--- config.mk ---
export PLATFORM = sky130hd
export DESIGN_NAME = encoder_round_scheduler_flat
export DESIGN_NICKNAME = d
export VERILOG_FILES = /design/src/rtl/encoder_round_scheduler_if.sv /design/src/rtl/encoder_round_scheduler.sv /design/src/flat_wrapper.sv
export SDC_FILE = /design/constraint.sdc
export NUM_CORES = 1
export LEC_CHECK = 0
export BUFFER_PORTS_ARGS = -buffer_cell sky130_fd_sc_hd__buf_4
export CAP_MARGIN = 10
export CORE_AREA = 2 2 57 59
export CTS_CLUSTER_SIZE = 20
export DETAILED_ROUTE_END_ITERATION = 6
export DIE_AREA = 0 0 59 61
export GPL_TIMING_DRIVEN = 0
export PLACE_DENSITY = 0.74
export SLEW_MARGIN = 10
export SYNTH_ARGS = -nofsm -noshare
export SYNTH_HDL_FRONTEND = slang
export SYNTH_SLANG_ARGS = --single-unit
export TNS_END_PERCENT = 5
--- constraint.sdc ---
create_clock -name i_clk -period 2.1 [get_ports i_clk]
set_input_delay 0.315 -clock i_clk [delete_from_list [all_inputs] [get_ports i_clk]]
set_output_delay 0.315 -clock i_clk [all_outputs]
set_load 0.02 [all_outputs]
--- src/rtl/encoder_round_scheduler_if.sv ---
// Handshake and status bundle between the round scheduler
// and the stage controllers / memory mux.
interface encoder_round_scheduler_if #(
    parameter int NUM_STAGES = 5,
    parameter int RW         = 5
);
    logic                  i_start;
    logic [NUM_STAGES-1:0] i_stage_ready;
    logic [NUM_STAGES-1:0] o_stage_start;
    logic [2:0]            o_mem_sel;
    logic [RW-1:0]         o_round_idx;
    logic                  o_swap_bufs;
    logic                  o_busy;
    logic                  o_ready;
    logic                  o_err;

    modport slave (
        input  i_start,
        input  i_stage_ready,
        output o_stage_start,
        output o_mem_sel,
        output o_round_idx,
        output o_swap_bufs,
        output o_busy,
        output o_ready,
        output o_err
    );

    modport master (
        output i_start,
        output i_stage_ready,
        input  o_stage_start,
        input  o_mem_sel,
        input  o_round_idx,
        input  o_swap_bufs,
        input  o_busy,
        input  o_ready,
        input  o_err
    );
endinterface

--- src/rtl/encoder_round_scheduler.sv ---
// Round sequencer: launches each stage controller in order,
// swaps ping-pong buffers per stage, watchdogs hung stages.
module encoder_round_scheduler #(
    parameter int NUM_STAGES = 5,
    parameter int ROUNDS     = 24,
    parameter int RW         = 5,
    parameter int TIMEOUT    = 4096
) (
    input  logic                       i_clk,
    input  logic                       i_rst,
    encoder_round_scheduler_if.slave   if_sched
);
    localparam int WDW = $clog2(TIMEOUT + 1);
    localparam logic [NUM_STAGES-1:0] ONE_HOT0 = 1;
    localparam logic [2:0] LAST_STAGE = 3'(NUM_STAGES - 1);
    localparam logic [RW-1:0] LAST_ROUND = RW'(ROUNDS - 1);
    localparam logic [WDW-1:0] WD_LAST = WDW'(TIMEOUT - 1);

    typedef enum logic [2:0] {
        S_IDLE,
        S_ARM,
        S_LAUNCH,
        S_WAIT,
        S_SWAP,
        S_DONE,
        S_ERR
    } state_t;

    state_t                r_state;
    state_t                w_state_nxt;
    logic [2:0]            r_stage;
    logic [2:0]            w_stage_nxt;
    logic [RW-1:0]         r_round;
    logic [RW-1:0]         w_round_nxt;
    logic [WDW-1:0]        r_wd;
    logic [WDW-1:0]        w_wd_nxt;
    logic                  r_err;
    logic                  w_err_nxt;

    logic [NUM_STAGES-1:0] w_stage_onehot;
    logic                  w_sel_ready;
    logic [NUM_STAGES-1:0] w_stage_start;
    logic [2:0]            w_mem_sel;
    logic                  w_swap_bufs;
    logic                  w_busy;
    logic                  w_ready;

    // Only the ready bit of the stage being waited on counts.
    assign w_stage_onehot = ONE_HOT0 << r_stage;
    assign w_sel_ready =
        |(if_sched.i_stage_ready & w_stage_onehot);

    // State, counters and sticky error register.
    always_ff @(posedge i_clk) begin
        if (i_rst) begin
            r_state <= S_IDLE;
            r_stage <= '0;
            r_round <= '0;
            r_wd    <= '0;
            r_err   <= 1'b0;
        end else begin
            r_state <= w_state_nxt;
            r_stage <= w_stage_nxt;
            r_round <= w_round_nxt;
            r_wd    <= w_wd_nxt;
            r_err   <= w_err_nxt;
        end
    end

    // Next-state, counter updates and Moore outputs.
    always_comb begin
        w_state_nxt   = r_state;
        w_stage_nxt   = r_stage;
        w_round_nxt   = r_round;
        w_wd_nxt      = r_wd;
        w_err_nxt     = r_err;
        w_stage_start = '0;
        w_mem_sel     = '0;
        w_swap_bufs   = 1'b0;
        w_busy        = 1'b0;
        w_ready       = 1'b0;
        unique case (r_state)
            S_IDLE: begin
                if (if_sched.i_start) begin
                    w_state_nxt = S_ARM;
                end
            end
            S_ARM: begin
                w_busy      = 1'b1;
                w_stage_nxt = '0;
                w_round_nxt = '0;
                w_err_nxt   = 1'b0;
                if (!if_sched.i_start) begin
                    w_state_nxt = S_LAUNCH;
                end
            end
            S_LAUNCH: begin
                w_busy        = 1'b1;
                w_mem_sel     = r_stage;
                w_stage_start = w_stage_onehot;
                w_wd_nxt      = '0;
                w_state_nxt   = S_WAIT;
            end
            S_WAIT: begin
                w_busy    = 1'b1;
                w_mem_sel = r_stage;
                if (w_sel_ready) begin
                    w_state_nxt = S_SWAP;
                end else if (r_wd == WD_LAST) begin
                    w_state_nxt = S_ERR;
                    w_err_nxt   = 1'b1;
                end else begin
                    w_wd_nxt = r_wd + WDW'(1);
                end
            end
            S_SWAP: begin
                w_busy      = 1'b1;
                w_mem_sel   = r_stage;
                w_swap_bufs = 1'b1;
                if (r_stage != LAST_STAGE) begin
                    w_stage_nxt = r_stage + 3'd1;
                    w_state_nxt = S_LAUNCH;
                end else if (r_round != LAST_ROUND) begin
                    w_stage_nxt = '0;
                    w_round_nxt = r_round + RW'(1);
                    w_state_nxt = S_LAUNCH;
                end else begin
                    w_state_nxt = S_DONE;
                end
            end
            S_DONE: begin
                w_ready     = 1'b1;
                w_state_nxt = S_IDLE;
            end
            S_ERR: begin
                if (if_sched.i_start) begin
                    w_state_nxt = S_ARM;
                end
            end
            default: begin
                w_state_nxt = S_IDLE;
            end
        endcase
    end

    assign if_sched.o_stage_start = w_stage_start;
    assign if_sched.o_mem_sel     = w_mem_sel;
    assign if_sched.o_round_idx   = r_round;
    assign if_sched.o_swap_bufs   = w_swap_bufs;
    assign if_sched.o_busy        = w_busy;
    assign if_sched.o_ready       = w_ready;
    assign if_sched.o_err         = r_err;
endmodule
--- src/flat_wrapper.sv ---
// flat-port wrapper written by rule: the top's interface ports become plain ports
module encoder_round_scheduler_flat 
#(
    parameter int NUM_STAGES = 5,
    parameter int ROUNDS     = 24,
    parameter int RW         = 5,
    parameter int TIMEOUT    = 4096
)
  (i_clk, i_rst, if_sched_i_start, if_sched_i_stage_ready, if_sched_o_stage_start, if_sched_o_mem_sel, if_sched_o_round_idx, if_sched_o_swap_bufs, if_sched_o_busy, if_sched_o_ready, if_sched_o_err);
  encoder_round_scheduler_if #(.NUM_STAGES(NUM_STAGES), .RW(RW)) if_sched_i ();
  input  logic i_clk;
  input  logic i_rst;
  input wire logic [$bits(if_sched_i.i_start)-1:0] if_sched_i_start;
  input wire logic [$bits(if_sched_i.i_stage_ready)-1:0] if_sched_i_stage_ready;
  output wire logic [$bits(if_sched_i.o_stage_start)-1:0] if_sched_o_stage_start;
  output wire logic [$bits(if_sched_i.o_mem_sel)-1:0] if_sched_o_mem_sel;
  output wire logic [$bits(if_sched_i.o_round_idx)-1:0] if_sched_o_round_idx;
  output wire logic [$bits(if_sched_i.o_swap_bufs)-1:0] if_sched_o_swap_bufs;
  output wire logic [$bits(if_sched_i.o_busy)-1:0] if_sched_o_busy;
  output wire logic [$bits(if_sched_i.o_ready)-1:0] if_sched_o_ready;
  output wire logic [$bits(if_sched_i.o_err)-1:0] if_sched_o_err;
  assign if_sched_i.i_start = if_sched_i_start;
  assign if_sched_i.i_stage_ready = if_sched_i_stage_ready;
  assign if_sched_o_stage_start = if_sched_i.o_stage_start;
  assign if_sched_o_mem_sel = if_sched_i.o_mem_sel;
  assign if_sched_o_round_idx = if_sched_i.o_round_idx;
  assign if_sched_o_swap_bufs = if_sched_i.o_swap_bufs;
  assign if_sched_o_busy = if_sched_i.o_busy;
  assign if_sched_o_ready = if_sched_i.o_ready;
  assign if_sched_o_err = if_sched_i.o_err;
  encoder_round_scheduler #(.NUM_STAGES(NUM_STAGES), .ROUNDS(ROUNDS), .RW(RW), .TIMEOUT(TIMEOUT)) u_core (.i_clk(i_clk), .i_rst(i_rst), .if_sched(if_sched_i));
endmodule
==> results of run 1 <==
[cell usage in the layout (no fill, tap or decap), types with 3 or more instances in the layout]
| cell type | count |
|---|---|
| a21oi_1 | 10 |
| or3_1 | 3 |
| buf_4 | 25 |
| nand2_1 | 12 |
| nand3_1 | 7 |
| and3_1 | 8 |
| nand4_1 | 3 |
| nor2b_1 | 5 |
| ha_1 | 5 |
| nor2_1 | 27 |
| nor4_1 | 3 |
| o21ai_0 | 7 |
| clkbuf_1 | 6 |
| xnor2_1 | 5 |
| or2_2 | 3 |
| dfxtp_1 | 22 |
| clkbuf_4 | 3 |
| nand2b_1 | 3 |
| nor3b_1 | 3 |
[worst max path at each step]
stage / from / endpoint / slack [ps] / depth (start not counted)
after floorplan: u_core.r_stage[0]$_SDFFE_PP0P_ / u_core.r_wd[6]$_SDFFE_PP0P_ / 60 / 8
after global placement: u_core.r_stage[0]$_SDFFE_PP0P_ / u_core.r_wd[9]$_SDFFE_PP0P_ / -170 / 7
after detailed placement: u_core.r_stage[0]$_SDFFE_PP0P_ / u_core.r_wd[11]$_SDFFE_PP0P_ / -210 / 7
after CTS: u_core.r_stage[1]$_SDFFE_PP0P_ / u_core.r_wd[6]$_SDFFE_PP0P_ / -30 / 8
after global routing: u_core.r_stage[2]$_SDFFE_PP0P_ / u_core.r_wd[10]$_SDFFE_PP0P_ / -90 / 9
final: u_core.r_stage[2]$_SDFFE_PP0P_ / u_core.r_wd[10]$_SDFFE_PP0P_ / 2 / 9
[power breakdown]
| part | internal (W) | switching [W] | total, W |
|---|---|---|---|
| registers | 0.000483 | 0.0000102 | 0.000493 |
| clock network | 0.0000744 | 0.000139 | 0.000214 |
| logic | 0.0000788 | 0.000123 | 0.000202 |
| total | 0.000636 | 0.000273 | 0.000909 |
[sequential cells by signal, indices dropped and copies added (netlist names)]
signal and count:
u_core.if_sched.o_err 1, u_core.r_wd 13, u_core.r_state 3, u_core.if_sched.o_round_idx 5
u_core.r_stage 3
[cell usage after synthesis (all sizes together)]
library cell  number
mux2i              2
a41o               2
and4               1
ha                 7
nand4              3
dfxtp             25
inv                3
nand2             13
a31oi              2
nor3b              4
xnor2              5
and3               8
a41oi              2
o2111ai            2
o31ai              2
a311oi             1
nor3               2
or2                3
and2b              1
nor2b              5
and2               1
o21ai              7
nor4               4
a22oi              1
o211ai             2
buf                3
a31o               1
or4                2
xor2               1
nor2              27
a21oi             12
a21o               1
nand3b             1
a221oi             1
a32oi              2
nand3              7
clkbuf             5
or3                5
nand2b             3
nand4b             1
and3b              1
[what timing repair did]
action | in CTS | in global routing
resized for setup | 13 | 11
setup endpoints to repair | 9 | 11
pin swaps | 1 | 7
setup buffers | 0 | 2
[cell type report]
cell class / count / area [sq um]
inverters: 3 / 11.3
fillers: 275 / 1150
multi-input cells: 145 / 986
well taps: 33 / 41.3
plain buffers: 7 / 35.0
repair buffers: 26 / 199
flip-flops and latches: 25 / 507
clock buffers: 4 / 26.3
[per-stage QoR]
step	setup TNS, ps	hold WS (ps)
after CTS	-63.0	295
after global routing	-449	292
after floorplan	0	440
final	0	288
after global placement	-758	451
after detailed placement	-973	468
[logic make-up after synthesis]
kind of cell / after synthesis / share of synthesized area (%)
AND/OR/NAND/NOR: 92 / 33.8
AO/OA/AOI/OAI: 38 / 17.7
buffers and inverters: 11 / 3.09
XOR/XNOR: 6 / 3.61
multiplexers: 2 / 1.37
adder cells (fa/ha/maj): 7 / 6.01
flip-flops: 25 / 34.4
[per-layer routing]
layer | routed length [um] | part of all wire (%) | GRT usage, %
met1 | 1480 | 43 | 24.5
met2 | 1740 | 51 | 35.7
met3 | 79 | 2.3 | 3.20
met4 | 123 | 3.6 | 11.4
met5 | 0 | 0 | 0
[worst min-delay path: cells and delay by family]
family / cells / cell delay, ps
AOI/OAI and AO/OA: 1 / 60
buffers and inverters: 1 / 110
and+or+nand+nor: 1 / 90
==> results.py, run 1 <==
metrics = {
    "run_status": {
        "outcome": "finished, final reports clean",
    },
    "worst_setup_path": {
        "rr_worst_depth": 9,
        "crit_buf_inv": 3,
        "path_cells": "buf_6 > inv_1 > ha_1 > nand2_2 > o2111ai_4 > buf_6 > or2_2 > or4_1 > nand2_1",
        "worst_setup_path_end_kind": "flop",
        "arrival_ps": 2370,
        "reg2reg_from": "u_core.r_stage[2]$_SDFFE_PP0P_",
        "slowest_stage": "or4_1",
        "crit_type": "flop to flop",
        "cp_common_cell": "buf_6",
        "crit_path_max_fanout": 8,
        "rrSetupSlack_ps": 2,
        "r2r-end": "u_core.r_wd[10]$_SDFFE_PP0P_",
        "critPathMaxStageDelay_ps": 470,
        "cp-start-kind": "flop",
        "critPathRequiredTime_ps": 2370,
        "path_delay_family": "simple AND/OR/NAND/NOR gates",
    },
    "grt": {
        "first_global_vias": 1264,
        "antenna_found_initial": 0,
        "grt_pass1_wl_mm": 5.69,
        "grt_max_degree": 14,
        "grt_use_total_pct": 20.6,
        "grt_overflow_total": 0,
    },
    "timing": {
        "rsz0062_at_grt": "true",
        "setup_viol": 0,
        "fin_crit_ps": 2100,
        "hold_viol": 0,
        "slew_headroom_pct": 57.1,
        "finalWorstSetupSlack_ps": 2.14,
        "worst_pin_slew_ps": 641,
        "slew_violations": 0,
        "finClkSkew_ps": 4.10,
        "final.period_utilization_pct": 99.9,
        "fmax_mhz": 477,
    },
    "layout": {
        "diodes": 0,
        "fin_area_sq_um": 1810,
        "postLayoutCoreUtil_pct": 61.1,
        "nNetsFinal": 226,
        "finalNonFillerCells": 243,
        "area_growth_syn_to_layout_pct": 24.0,
        "drive_gt1_share_pct": 24.3,
    },
    "clock_tree": {
        "clock_latency_ps": 320,
        "clock_path_buffers": 2,
        "h-tree-depth": 1,
        "numCtsBuffers": 3,
        "cts-root-buf": "clkbuf_4",
        "cts_tree": "done",
        "clk_pin_slew_ps": 130,
        "cts_sinks": 25,
        "hold_buffers": 0,
    },
    "floorplanning": {
        "io_pins": 25,
        "rows": 20,
        "start_util_pct": 49.3,
        "core_sq_um": 2950,
        "dieHeight_um": 61,
        "die_width_um": 59,
        "die_area_sq_um": 3600,
    },
    "worst_hold_path": {
        "holdCritStartpoint": "i_rst",
        "min_to": "u_core.r_wd[1]$_SDFFE_PP0P_",
        "min_path_type": "input pin to flop",
        "min_path_cells": 3,
    },
    "power_and_ir_drop": {
        "cellLeakagePower_nw": 0.708,
        "powerDensity_nw_per_um2": 503,
        "ir_worst_vdd_mv": 0.352,
        "total_power_w": 0.000909,
    },
    "logic_synthesis": {
        "ys_ff_latch": 25,
        "yosysTopAreaCellShare_pct": 34.4,
        "synth_area_leaders": "dfxtp_1 34%, nor2_1 7.0%, ha_1 6.0%",
        "avgSynthCellArea_sq_um": 8.05,
        "synth_area_leader_cell": "dfxtp_1",
        "syn-cell-area_sq_um": 1460,
        "syn_inst": 181,
        "yosys.cell_types.count": 44,
        "yosysWarnings": 0,
        "syn_nets": 196,
        "synth-seq-area-share_pct": 34.4,
    },
    "placement": {
        "gp_congestion": 0.922,
        "placed_area_sq_um": 1680,
        "place_ws_ps": -213,
        "dp_hpwl_mm": 2.55,
        "portBuffers": 24,
        "dp_cells": 238,
    },
    "routing": {
        "drc_errors": 0,
        "antenna_left": 0,
        "wl_mm": 3.42,
        "avgRoutedWirePerCell_um": 14.1,
        "dr.pass1.iters": 4,
        "via_per_inst": 5.80,
        "num_vias": 1410,
        "drt-initial-drc-count": 95,
    },
    "job": {
        "drv_cap": 0,
    },
}
No activity file was read; power rests on OpenSTA's default activity.
==> inputs of run 2 (changes only) <==
--- a/config.mk
+++ b/config.mk
@@ -7,12 +7,12 @@
 export LEC_CHECK = 0
 export BUFFER_PORTS_ARGS = -buffer_cell sky130_fd_sc_hd__buf_4
 export CAP_MARGIN = 10
-export CORE_AREA = 2 2 57 59
+export CORE_AREA = 2 2 55 57
 export CTS_CLUSTER_SIZE = 20
 export DETAILED_ROUTE_END_ITERATION = 6
-export DIE_AREA = 0 0 59 61
+export DIE_AREA = 0 0 57 59
 export GPL_TIMING_DRIVEN = 0
-export PLACE_DENSITY = 0.74
+export PLACE_DENSITY = 0.76
 export SLEW_MARGIN = 10
 export SYNTH_ARGS = -nofsm -noshare
 export SYNTH_HDL_FRONTEND = slang
==> constraint.sdc (replaced) <==
create_clock -name i_clk -period 2.35 [get_ports i_clk]
set_input_delay 0.3525 -clock i_clk [delete_from_list [all_inputs] [get_ports i_clk]]
set_output_delay 0.3525 -clock i_clk [all_outputs]
set_load 0.02 [all_outputs]
==> run 2 against run 1 <==
  * Final area fell by 4.4%
  * Critical path depth down 1
  * Sequential cell count did not move
  * Final cell count fell by 0.41%
  * Worst setup slack better by 160 ps
  * Sequential share of layout area increased by 0.99 points
  * Fmax shrank 4.1%
  * Die area shrank 6.6%
  * Combinational power fell by 14%
  * Global-route usage fell by 0.67 points
  * Clock-buffer cell count is 1 lower
  * Routed wire length is 7.5% lower
  * Largest cell class unchanged
  * Largest power group unchanged
==> results.py, run 2 (synthesis results as in run 1) <==
metrics = {
    "run_status": {
        "outcome": "finished, final reports clean",
    },
    "floorplanning": {
        "io_pins": 25,
        "die_area_sq_um": 3360,
        "start_util_pct": 53.7,
        "die_width_um": 57,
        "core_sq_um": 2710,
        "rows": 19,
        "dieHeight_um": 59,
    },
    "worst_setup_path": {
        "r2r-end": "u_core.r_wd[9]$_SDFFE_PP0P_",
        "startpoint": "u_core.r_stage[1]$_SDFFE_PP0P_",
        "path_cells": "inv_1 > ha_1 > a22oi_1 > o2111ai_2 > buf_4 > nor3_2 > a31oi_1 > a41o_1",
        "critPathRequiredTime_ps": 2590,
        "crit_type": "flop to flop",
        "reg2reg_from": "u_core.r_stage[1]$_SDFFE_PP0P_",
        "crit_path_max_fanout": 8,
        "cp-start-kind": "flop",
        "worst_setup_path_end_kind": "flop",
        "rr_worst_depth": 8,
        "rrSetupSlack_ps": 160,
        "critPathMaxStageDelay_ps": 430,
        "slowest_stage": "nor3_2",
        "arrival_ps": 2430,
        "path_delay_family": "compound AO/OA/AOI/OAI gates",
        "crit_buf_inv": 2,
    },
    "placement": {
        "gp_congestion": 0.887,
        "dp_hpwl_mm": 2.38,
        "place_ws_ps": -33.7,
        "portBuffers": 24,
    },
    "timing": {
        "rsz0062_at_grt": "false",
        "slew_violations": 0,
        "fmax_mhz": 457,
        "finalWorstSetupSlack_ps": 163,
        "setup_viol": 0,
        "slew_headroom_pct": 58.8,
        "worst_pin_slew_ps": 614,
        "fin_crit_ps": 2190,
        "final.period_utilization_pct": 93.1,
        "hold_viol": 0,
        "finClkSkew_ps": 8.62,
    },
    "power_and_ir_drop": {
        "internal_power_w": 0.000567,
        "switching_share_pct": 30.7,
        "p_seq_share_pct": 53.9,
        "pwr-share-clk_pct": 24.9,
        "ir_worst_vdd_mv": 0.376,
        "p_comb_share_pct": 21.2,
        "total_power_w": 0.000818,
        "powerDensity_nw_per_um2": 474,
        "switching_power_w": 0.000251,
        "cellLeakagePower_nw": 0.697,
    },
    "routing": {
        "drc_errors": 0,
        "wl_mm": 3.17,
        "num_vias": 1390,
        "via_per_inst": 5.74,
        "dr.pass1.iters": 4,
        "antenna_left": 0,
        "drt-initial-drc-count": 39,
        "avgRoutedWirePerCell_um": 13.1,
    },
    "clock_tree": {
        "cts_tree": "done",
        "clk_pin_slew_ps": 150,
        "cts_sinks": 25,
        "cts-root-buf": "clkbuf_4",
        "numCtsBuffers": 3,
        "hold_buffers": 0,
        "h-tree-depth": 1,
        "clock_latency_ps": 320,
        "clock_path_buffers": 2,
    },
    "worst_hold_path": {
        "min_path_cells": 3,
        "holdCritStartpoint": "i_rst",
        "min_to": "u_core.r_wd[1]$_SDFFE_PP0P_",
        "min_path_type": "input pin to flop",
    },
    "grt": {
        "grt_use_total_pct": 20.0,
        "antenna_found_initial": 0,
        "grt_pass1_wl_mm": 5.42,
        "grt_overflow_total": 0,
        "first_global_vias": 1310,
        "grt_max_degree": 16,
    },
    "layout": {
        "final_cell_mix": "27 x nor2_1, 26 x buf_4, 24 x dfxtp_1, 13 x nand2_1, 12 x a21oi_1",
        "largest_register_ffs": 13,
        "ff_latch_area_sq_um": 502,
        "drive_gt1_share_pct": 19.4,
        "n_fill_cell": 244,
        "layout_commonest_cell": "nor2_1",
        "multi_input_area_sq_um": 916,
        "diodes": 0,
        "regMostFlops": "u_core.r_wd",
        "nNetsFinal": 227,
        "area_growth_syn_to_layout_pct": 18.6,
    },
    "job": {
        "drv_cap": 0,
    },
}
==> run 2: cell count changes in the layout (fill, tap and decap cells not counted), sizes merged <==
cell | previous run | this run
buf | 28 | 29
clkbuf | 9 | 8
clkinvlp | 0 | 1
==> run 2: power by group through the flow <==
stage	logic (W)	registers (W)	clock network [W]
2_1_floorplan	0.000118	0.000448	0
3_3_place_gp	0.000165	0.000449	0
4_1_cts	0.000170	0.000440	0.000213
5_1_grt	0.000193	0.000442	0.000223
3_5_place_dp	0.000169	0.000449	0
6_report	0.000174	0.000440	0.000204
==> run 2: how the worst max path moves through the flow <==
stage          cells after the start  slack (ps)                          end
2_1_floorplan                      8         310  u_core.r_wd[6]$_SDFFE_PP0P_
3_3_place_gp                       7          90  u_core.r_wd[9]$_SDFFE_PP0P_
3_5_place_dp                       7         -30  u_core.r_wd[9]$_SDFFE_PP0P_
4_1_cts                            8          40  u_core.r_wd[8]$_SDFFE_PP0P_
5_1_grt                            8           6  u_core.r_wd[6]$_SDFFE_PP0P_
6_report                           8         160  u_core.r_wd[9]$_SDFFE_PP0P_
==> run 2: final cells by class <==
class / instances / share of cell area, %
inverter: 3 / 0.652
clock buffer: 3 / 1.30
timing repair buffer: 26 / 11.3
sequential: 25 / 29.1
buffer: 8 / 1.96
tap: 31 / 2.25
multi-input combinational: 145 / 53.0
clock inverter: 1 / 0.435
==> run 2: per-stage QoR <==
step	TNS (ps)	hold slack, ps	area (sq um)	cells	utilization (%)
6_report	0	318	1730	242	63.7
5_1_grt	0	309	1730	242	63.7
4_1_cts	0	309	1710	240	63.1
3_5_place_dp	-67.1	459	1680	236	61.8
3_3_place_gp	0	454	1680	236	61.8
2_1_floorplan	0	440	1460	181	-
==> run 2: worst min-delay path: cells and delay by family <==
family | cells | cell delay, ps
compound gates | 1 | 60
simple gates | 1 | 90
buf+inv | 1 | 100
==> run 2: timing repair <==
action / in CTS / in global routing
setup endpoints to repair: 3 / 3
endpoints found under the hold margin: 0 / 0
buffers inserted: 0 / 2
gates resized for setup: 1 / 1
pin swaps: 0 / 1
==> run 2: per-layer routing <==
metal	track usage (%)	vias to the layer above	wire length, um
met4	8.97	0	17
met2	35.8	23	1590
met1	23.9	644	1460
met3	2.62	2	101
li1	-	721	-
met5	0	-	0
